===== config.mk =====
export PLATFORM = sky130hd
export DESIGN_NAME = rob_cdb_arbiter
export DESIGN_NICKNAME = d
export VERILOG_FILES = /design/src/rtl/rob_cdb_arbiter.sv
export SDC_FILE = /design/constraint.sdc
export NUM_CORES = 1
export LEC_CHECK = 0
export ABC_CLOCK_PERIOD_IN_PS = 17810
export CORE_AREA = 2 2 227 207
export CTS_BUF_LIST = sky130_fd_sc_hd__clkbuf_8
export CTS_CLUSTER_DIAMETER = 80
export DETAILED_ROUTE_END_ITERATION = 7
export DIE_AREA = 0 0 229 209
export HOLD_SLACK_MARGIN = 0.02
export PLACE_DENSITY = 0.8
export SLEW_MARGIN = 20
export SYNTH_ARGS = -nofsm -noshare
export SYNTH_HDL_FRONTEND = slang
export SYNTH_SLANG_ARGS = --single-unit

===== constraint.sdc =====
create_clock -name CLK -period 17.81 [get_ports CLK]
set_input_delay 3.562 -clock CLK [delete_from_list [all_inputs] [get_ports CLK]]
set_output_delay 3.562 -clock CLK [all_outputs]
set_load 0.01 [all_outputs]

===== src/rtl/rob_cdb_arbiter.sv =====
// Common data bus arbiter: four per-source completion FIFOs drained one beat per
// cycle in round-robin order into a registered CDB output stage.
module rob_cdb_arbiter #(
    parameter int unsigned DEPTH  = 2,
    parameter int unsigned TAG_W  = 4,
    parameter int unsigned DATA_W = 32
) (
    input  logic                CLK,
    input  logic                reset,
    input  logic                flush,
    input  logic [3:0]          fu_valid,
    output logic [3:0]          fu_ready,
    input  logic [4*TAG_W-1:0]  fu_tag,
    input  logic [4*DATA_W-1:0] fu_result,
    input  logic [4*DATA_W-1:0] fu_aux,
    input  logic [3:0]          fu_taken,
    input  logic                cdb_ready,
    output logic                cdb_valid,
    output logic [1:0]          cdb_src,
    output logic [TAG_W-1:0]    cdb_tag,
    output logic [DATA_W-1:0]   cdb_result,
    output logic [DATA_W-1:0]   cdb_aux,
    output logic                cdb_taken
);

    localparam int unsigned N_SRC = 4;
    localparam int unsigned PTR_W = $clog2(DEPTH);
    localparam int unsigned CNT_W = $clog2(DEPTH + 1);
    localparam int unsigned ENT_W = TAG_W + 2 * DATA_W + 1;

    typedef struct packed {
        logic [TAG_W-1:0]  tag;
        logic [DATA_W-1:0] result;
        logic [DATA_W-1:0] aux;
        logic              taken;
    } entry_t;

    logic [N_SRC-1:0]       not_empty;
    logic [N_SRC-1:0]       push;
    logic [N_SRC-1:0]       pop;
    logic [N_SRC*ENT_W-1:0] head_flat;

    logic       advance;
    logic       pop_fire;
    logic       win_found;
    logic [1:0] win_idx;
    logic [1:0] cand;
    logic [1:0] rr_ptr;
    entry_t     win_entry;

    // Per-source circular FIFO; readiness comes from the registered count only.
    for (genvar g = 0; g < N_SRC; g++) begin : g_fifo
        entry_t            mem [DEPTH];
        logic [PTR_W-1:0]  wr_ptr;
        logic [PTR_W-1:0]  rd_ptr;
        logic [CNT_W-1:0]  count;
        entry_t            in_entry;

        assign in_entry.tag    = fu_tag[TAG_W*g +: TAG_W];
        assign in_entry.result = fu_result[DATA_W*g +: DATA_W];
        assign in_entry.aux    = fu_aux[DATA_W*g +: DATA_W];
        assign in_entry.taken  = fu_taken[g];

        assign fu_ready[g]  = (count < CNT_W'(DEPTH));
        assign not_empty[g] = (count != '0);
        assign push[g]      = fu_valid[g] && fu_ready[g] && !flush;
        assign pop[g]       = pop_fire && (win_idx == 2'(g));
        assign head_flat[ENT_W*g +: ENT_W] = mem[rd_ptr];

        always_ff @(posedge CLK) begin
            if (reset || flush) begin
                wr_ptr <= '0;
                rd_ptr <= '0;
                count  <= '0;
            end else begin
                if (push[g]) begin
                    wr_ptr <= wr_ptr + 1'b1;
                end
                if (pop[g]) begin
                    rd_ptr <= rd_ptr + 1'b1;
                end
                case ({push[g], pop[g]})
                    2'b10:   count <= count + CNT_W'(1);
                    2'b01:   count <= count - CNT_W'(1);
                    default: count <= count;
                endcase
            end
        end

        // Storage needs no reset: count gates every read.
        always_ff @(posedge CLK) begin
            if (push[g] && !reset) begin
                mem[wr_ptr] <= in_entry;
            end
        end
    end

    // Round-robin scan from rr_ptr; descending loop so the nearest candidate wins.
    always_comb begin
        win_found = 1'b0;
        win_idx   = rr_ptr;
        cand      = rr_ptr;
        for (int off = N_SRC - 1; off >= 0; off--) begin
            cand = rr_ptr + 2'(off);
            if (not_empty[cand]) begin
                win_found = 1'b1;
                win_idx   = cand;
            end
        end
    end

    assign advance   = !cdb_valid || cdb_ready;
    assign pop_fire  = advance && win_found && !flush;
    assign win_entry = entry_t'(head_flat[ENT_W*win_idx +: ENT_W]);

    // Registered CDB stage; a held beat is dropped by flush even under backpressure.
    always_ff @(posedge CLK) begin
        if (reset) begin
            rr_ptr     <= '0;
            cdb_valid  <= 1'b0;
            cdb_src    <= '0;
            cdb_tag    <= '0;
            cdb_result <= '0;
            cdb_aux    <= '0;
            cdb_taken  <= 1'b0;
        end else if (flush) begin
            cdb_valid <= 1'b0;
        end else if (advance) begin
            if (win_found) begin
                cdb_valid  <= 1'b1;
                cdb_src    <= win_idx;
                cdb_tag    <= win_entry.tag;
                cdb_result <= win_entry.result;
                cdb_aux    <= win_entry.aux;
                cdb_taken  <= win_entry.taken;
                rr_ptr     <= win_idx + 2'd1;
            end else begin
                cdb_valid <= 1'b0;
            end
        end
    end

endmodule


==> results.txt <==
The total of cells resized after clock tree synthesis is 0. For this run, the number of Yosys warnings is 0. When the netlist entered floorplanning its net count stood at 1,763. The core outline area is 45,800 sq um. The number of buffers inserted by hold repair at cts is 0. The CTS root buffer is clkbuf_8.

In this run, the number of DRC markers left after iteration 0 of detailed routing was 1,247. In this run the tightest slew margin relative to its limit is 25.3%. The number of failing hold endpoints at the final stage is 0. The clock sink count is 646. Summed over all cells, the static leakage comes to 9.70 nW. Setup repair after global routing left no endpoint under its margin.

During I/O placement, the number of pins put on the boundary was 360. The flow ran to the end, and the final reports show no timing, DRC or antenna violations. The initial core utilization came out at 54.2%.

The top fanout value on the critical path is 71. The final routed DRC violation total came out at 0. The number of unique standard cell types used by synthesis is 39. The number of antenna violations at the first check in global routing came out at 16. The data arrival time of the critical path came out at 6.23 ns.

The post-synthesis simple-gate area fraction came out at 2.43%. The share of synthesized area occupied by flip-flops and latches is 74.4%. The net count reported at finish came out at 2,150. The width of the die came out at 229 um. The placed wire-length estimate came out at 38,800 um.

After synthesis, the largest family of logic cells by area is multiplexers. The row count came out at 75. The routed wirelength normalized by instance count came out at 23.6 um. The class of the tightest hold or removal check is reg -> reg. The depth of the CTS H-tree came out at 3. STA classifies the critical path startpoint as a primary input. The first global-routing pass estimated 90,000 um of wire. After synthesis the cells add up to 24,800 sq um. The count of antenna-violating nets left after detailed routing is 0.

In this run, synthesis produced a sequential element count of 646. The fraction of the mapped netlist area in compound gates is 6.84%. The synthesis-to-finish area growth is 24.5%. Summing over every cut layer, the via total after detailed routing is 14,700. The CTS buffer count came out at 99.

The final number of max-transition violations is 0. The die extent in y came out at 209 um. Dividing the synthesized area by the synthesized cell count gives 16.8 sq um. The slew at the pin closest to its max-slew limit came out at 1.12 ns. The number of global-route vias before repair is 15,000. In the synthesized netlist, mux cells make up 13.7% of the area. The peak supply drop is 0.0541 mV. The residual overflow from global routing came out at 0. The fmax is 176 MHz. The setup violation total in the final timing report is 0. The number of cells produced by synthesis is 1,475. The required time at the worst-slack endpoint came out at 18.35 ns. The worst setup path is captured at a flop. For the finished layout, the period the worst path requires is 5.69 ns. The post-CTS setup repair buffer count came out at 0. TritonCTS built the clock tree. The clock transition at the register clock pins on the worst setup and hold paths after CTS is 0.06 ns. The wire length reported by the detailed router came out at 60,800 um. For this design the ratio of total power to cell area is 104 nW/um^2. The routability-driven placement congestion ratio is 0.798.

The post-route clock skew came out at 0.0245 ns. The max-capacitance violation count came out at 0. Clock latency on the worst-skew pair, taken at its later pin, is 0.69 ns. After detailed routing, the number of vias per cell comes to 5.71. The standard cell area after detailed placement came out at 29,000 sq um.

The fraction of layout instances using a drive strength above 1 came out at 8.63%. The critical path in this run is classified as in -> reg. The pin count of the biggest net entering global routing came out at 86. The post-synthesis adder-cell area fraction came out at 0.202%. The share of the clock period used by the worst path after layout is 32.0%. Across every metal layer, demand over resource in global routing totals 25.2%. The xor and xnor area share after synthesis came out at 0.600%.

The final sum of negative setup slack came out at 0 ns. The clock passes through at most 3 buffers. The number of detailed-routing iterations run before antenna repair came out at 6. The area of all placed cells without fillers came out at 30,900 sq um. The floorplan die area is 47,900 sq um.

The number of buffers inserted by port buffering came out at 359.
[cell usage after synthesis]
| master | n | area, sq um |
|---|---|---|
| nor3_1 | 6 | 30.0 |
| a32oi_1 | 1 | 8.76 |
| and4b_1 | 1 | 10.0 |
| nand2_1 | 9 | 33.8 |
| mux2i_1 | 338 | 3380 |
| xor2_1 | 8 | 70.1 |
| a21oi_1 | 76 | 380 |
| dfxtp_1 | 94 | 1880 |
| o211ai_1 | 1 | 7.51 |
| buf_1 | 3 | 11.3 |
| nor2b_1 | 7 | 43.8 |
| or3_1 | 5 | 31.3 |
| xnor2_1 | 9 | 78.8 |
| a2111oi_0 | 6 | 52.6 |
| o21bai_1 | 1 | 7.51 |
| edfxtp_1 | 552 | 16600 |
| or2_0 | 1 | 6.26 |
| o21ai_0 | 4 | 20.0 |
| a311oi_1 | 2 | 17.5 |
| or2_1 | 1 | 6.26 |
| buf_6 | 1 | 11.3 |
| o2111ai_1 | 1 | 8.76 |
| ha_1 | 4 | 50.1 |
| buf_2 | 32 | 160 |
| mux2_2 | 1 | 11.3 |
| or2_2 | 2 | 12.5 |
| clkbuf_1 | 58 | 218 |
| nor3_4 | 1 | 16.3 |
| nor2_1 | 96 | 360 |
| a221o_1 | 2 | 20.0 |
| nor3_2 | 1 | 10.0 |
| a2111oi_1 | 60 | 601 |
| a211oi_1 | 74 | 556 |
| a2bb2oi_1 | 1 | 8.76 |
| and3_1 | 2 | 12.5 |
| nor3b_1 | 4 | 30.0 |
| inv_1 | 5 | 18.8 |
| buf_4 | 4 | 30.0 |
| o221ai_1 | 1 | 8.76 |
[flip-flops by register name, indices dropped and copies added (netlist names), named ones only]
signal,cells
cdb_valid,1
cdb_tag,4
cdb_aux,32
cdb_src,2
g_fifo.wr_ptr,4
g_fifo.mem,552
g_fifo.rd_ptr,4
g_fifo.count,8
rr_ptr,2
cdb_result,32
cdb_taken,1
[worst max-delay path, stage by stage]
cell             delay, ns
clkdlybuf4s50_1       0.56
or3_4                 0.81
nor3_4                0.27
buf_4                 0.71
xnor2_1               0.24
nor2_1                0.06
[cells by family after synthesis]
logic type,after synthesis
flip-flops,646
multiplexers,339
adder cells (fa/ha/maj),4
XOR/XNOR,17
AND/OR/NAND/NOR,136
buffers and inverters,103
AO/OA/AOI/OAI,230
[placed cells by master, fill, tap and decap left out, types with 2 or more instances in the layout]
cell and instances:
a211oi_1 74, a311oi_1 2, a221o_1 2, buf_4 26
bufinv_16 2, nor2b_1 7, clkinv_2 7, clkinv_1 17
nand2_1 9, dfxtp_4 4, clkinvlp_4 4, nor2_1 96
inv_1 51, or2_1 2, a2111oi_0 6, or3_1 4
and3_1 2, clkbuf_8 107, a2111oi_1 60, dfxtp_1 90
mux2i_1 338, nor3b_2 4, xnor2_1 9, clkdlybuf4s50_1 358
nor3_2 6, a21oi_1 75, diode_2 14, xor2_1 8
edfxtp_1 552, inv_6 2, ha_1 4, o21ai_0 4
[routing by layer]
metal,part of all wire [%],track usage [%]
met1,41,33.4
met2,49,40.7
met3,7.1,5.49
met4,3.4,10.4
met5,0.038,0
[metrics by stage]
stage	setup slack, ns	std cells	total power, mW	utilization (%)	hold slack [ns]
2_1_floorplan	8.02	1475	1.94	-	0.480
3_3_place_gp	11.46	2377	2.11	63.3	0.456
3_5_place_dp	11.42	2377	2.12	63.3	0.484
4_1_cts	12.16	2562	3.24	67.4	0.491
5_1_grt	11.94	2575	3.33	67.4	0.520
6_report	12.12	2576	3.23	67.4	0.487
[final timing paths]
path / cells past startpoint / end / start / slack [ns]
setup / recovery: 6 / flop / flush / 12.12
hold / removal: 2 / cdb_src[0]$_SDFFE_PP0P_ / cdb_src[0]$_SDFFE_PP0P_ / 0.49
setup reg to reg: 8 / g_fifo[1].count[1]$_SDFFE_PP0P_ / g_fifo[3].count[1]$_SDFFE_PP0P_ / 13.84
hold reg to reg: 2 / cdb_src[0]$_SDFFE_PP0P_ / cdb_src[0]$_SDFFE_PP0P_ / 0.49
[final cells by class]
cell class	count	area (sq um)
Antenna cell	14	35.0
Clock buffer	107	1470
Clock inverter	78	379
Fill cell	3132	14900
Inverter	5	18.8
Multi-Input combinational cell	726	5960
Sequential cell	646	18500
Tap cell	616	771
Timing Repair Buffer	384	3780
[where the power goes]
group	internal, mW	switching (mW)
Sequential	1.69	0.0253
Clock	0.582	0.552
Combinational	0.171	0.205
Total	2.44	0.783
(Power assumes the default switching activity.)
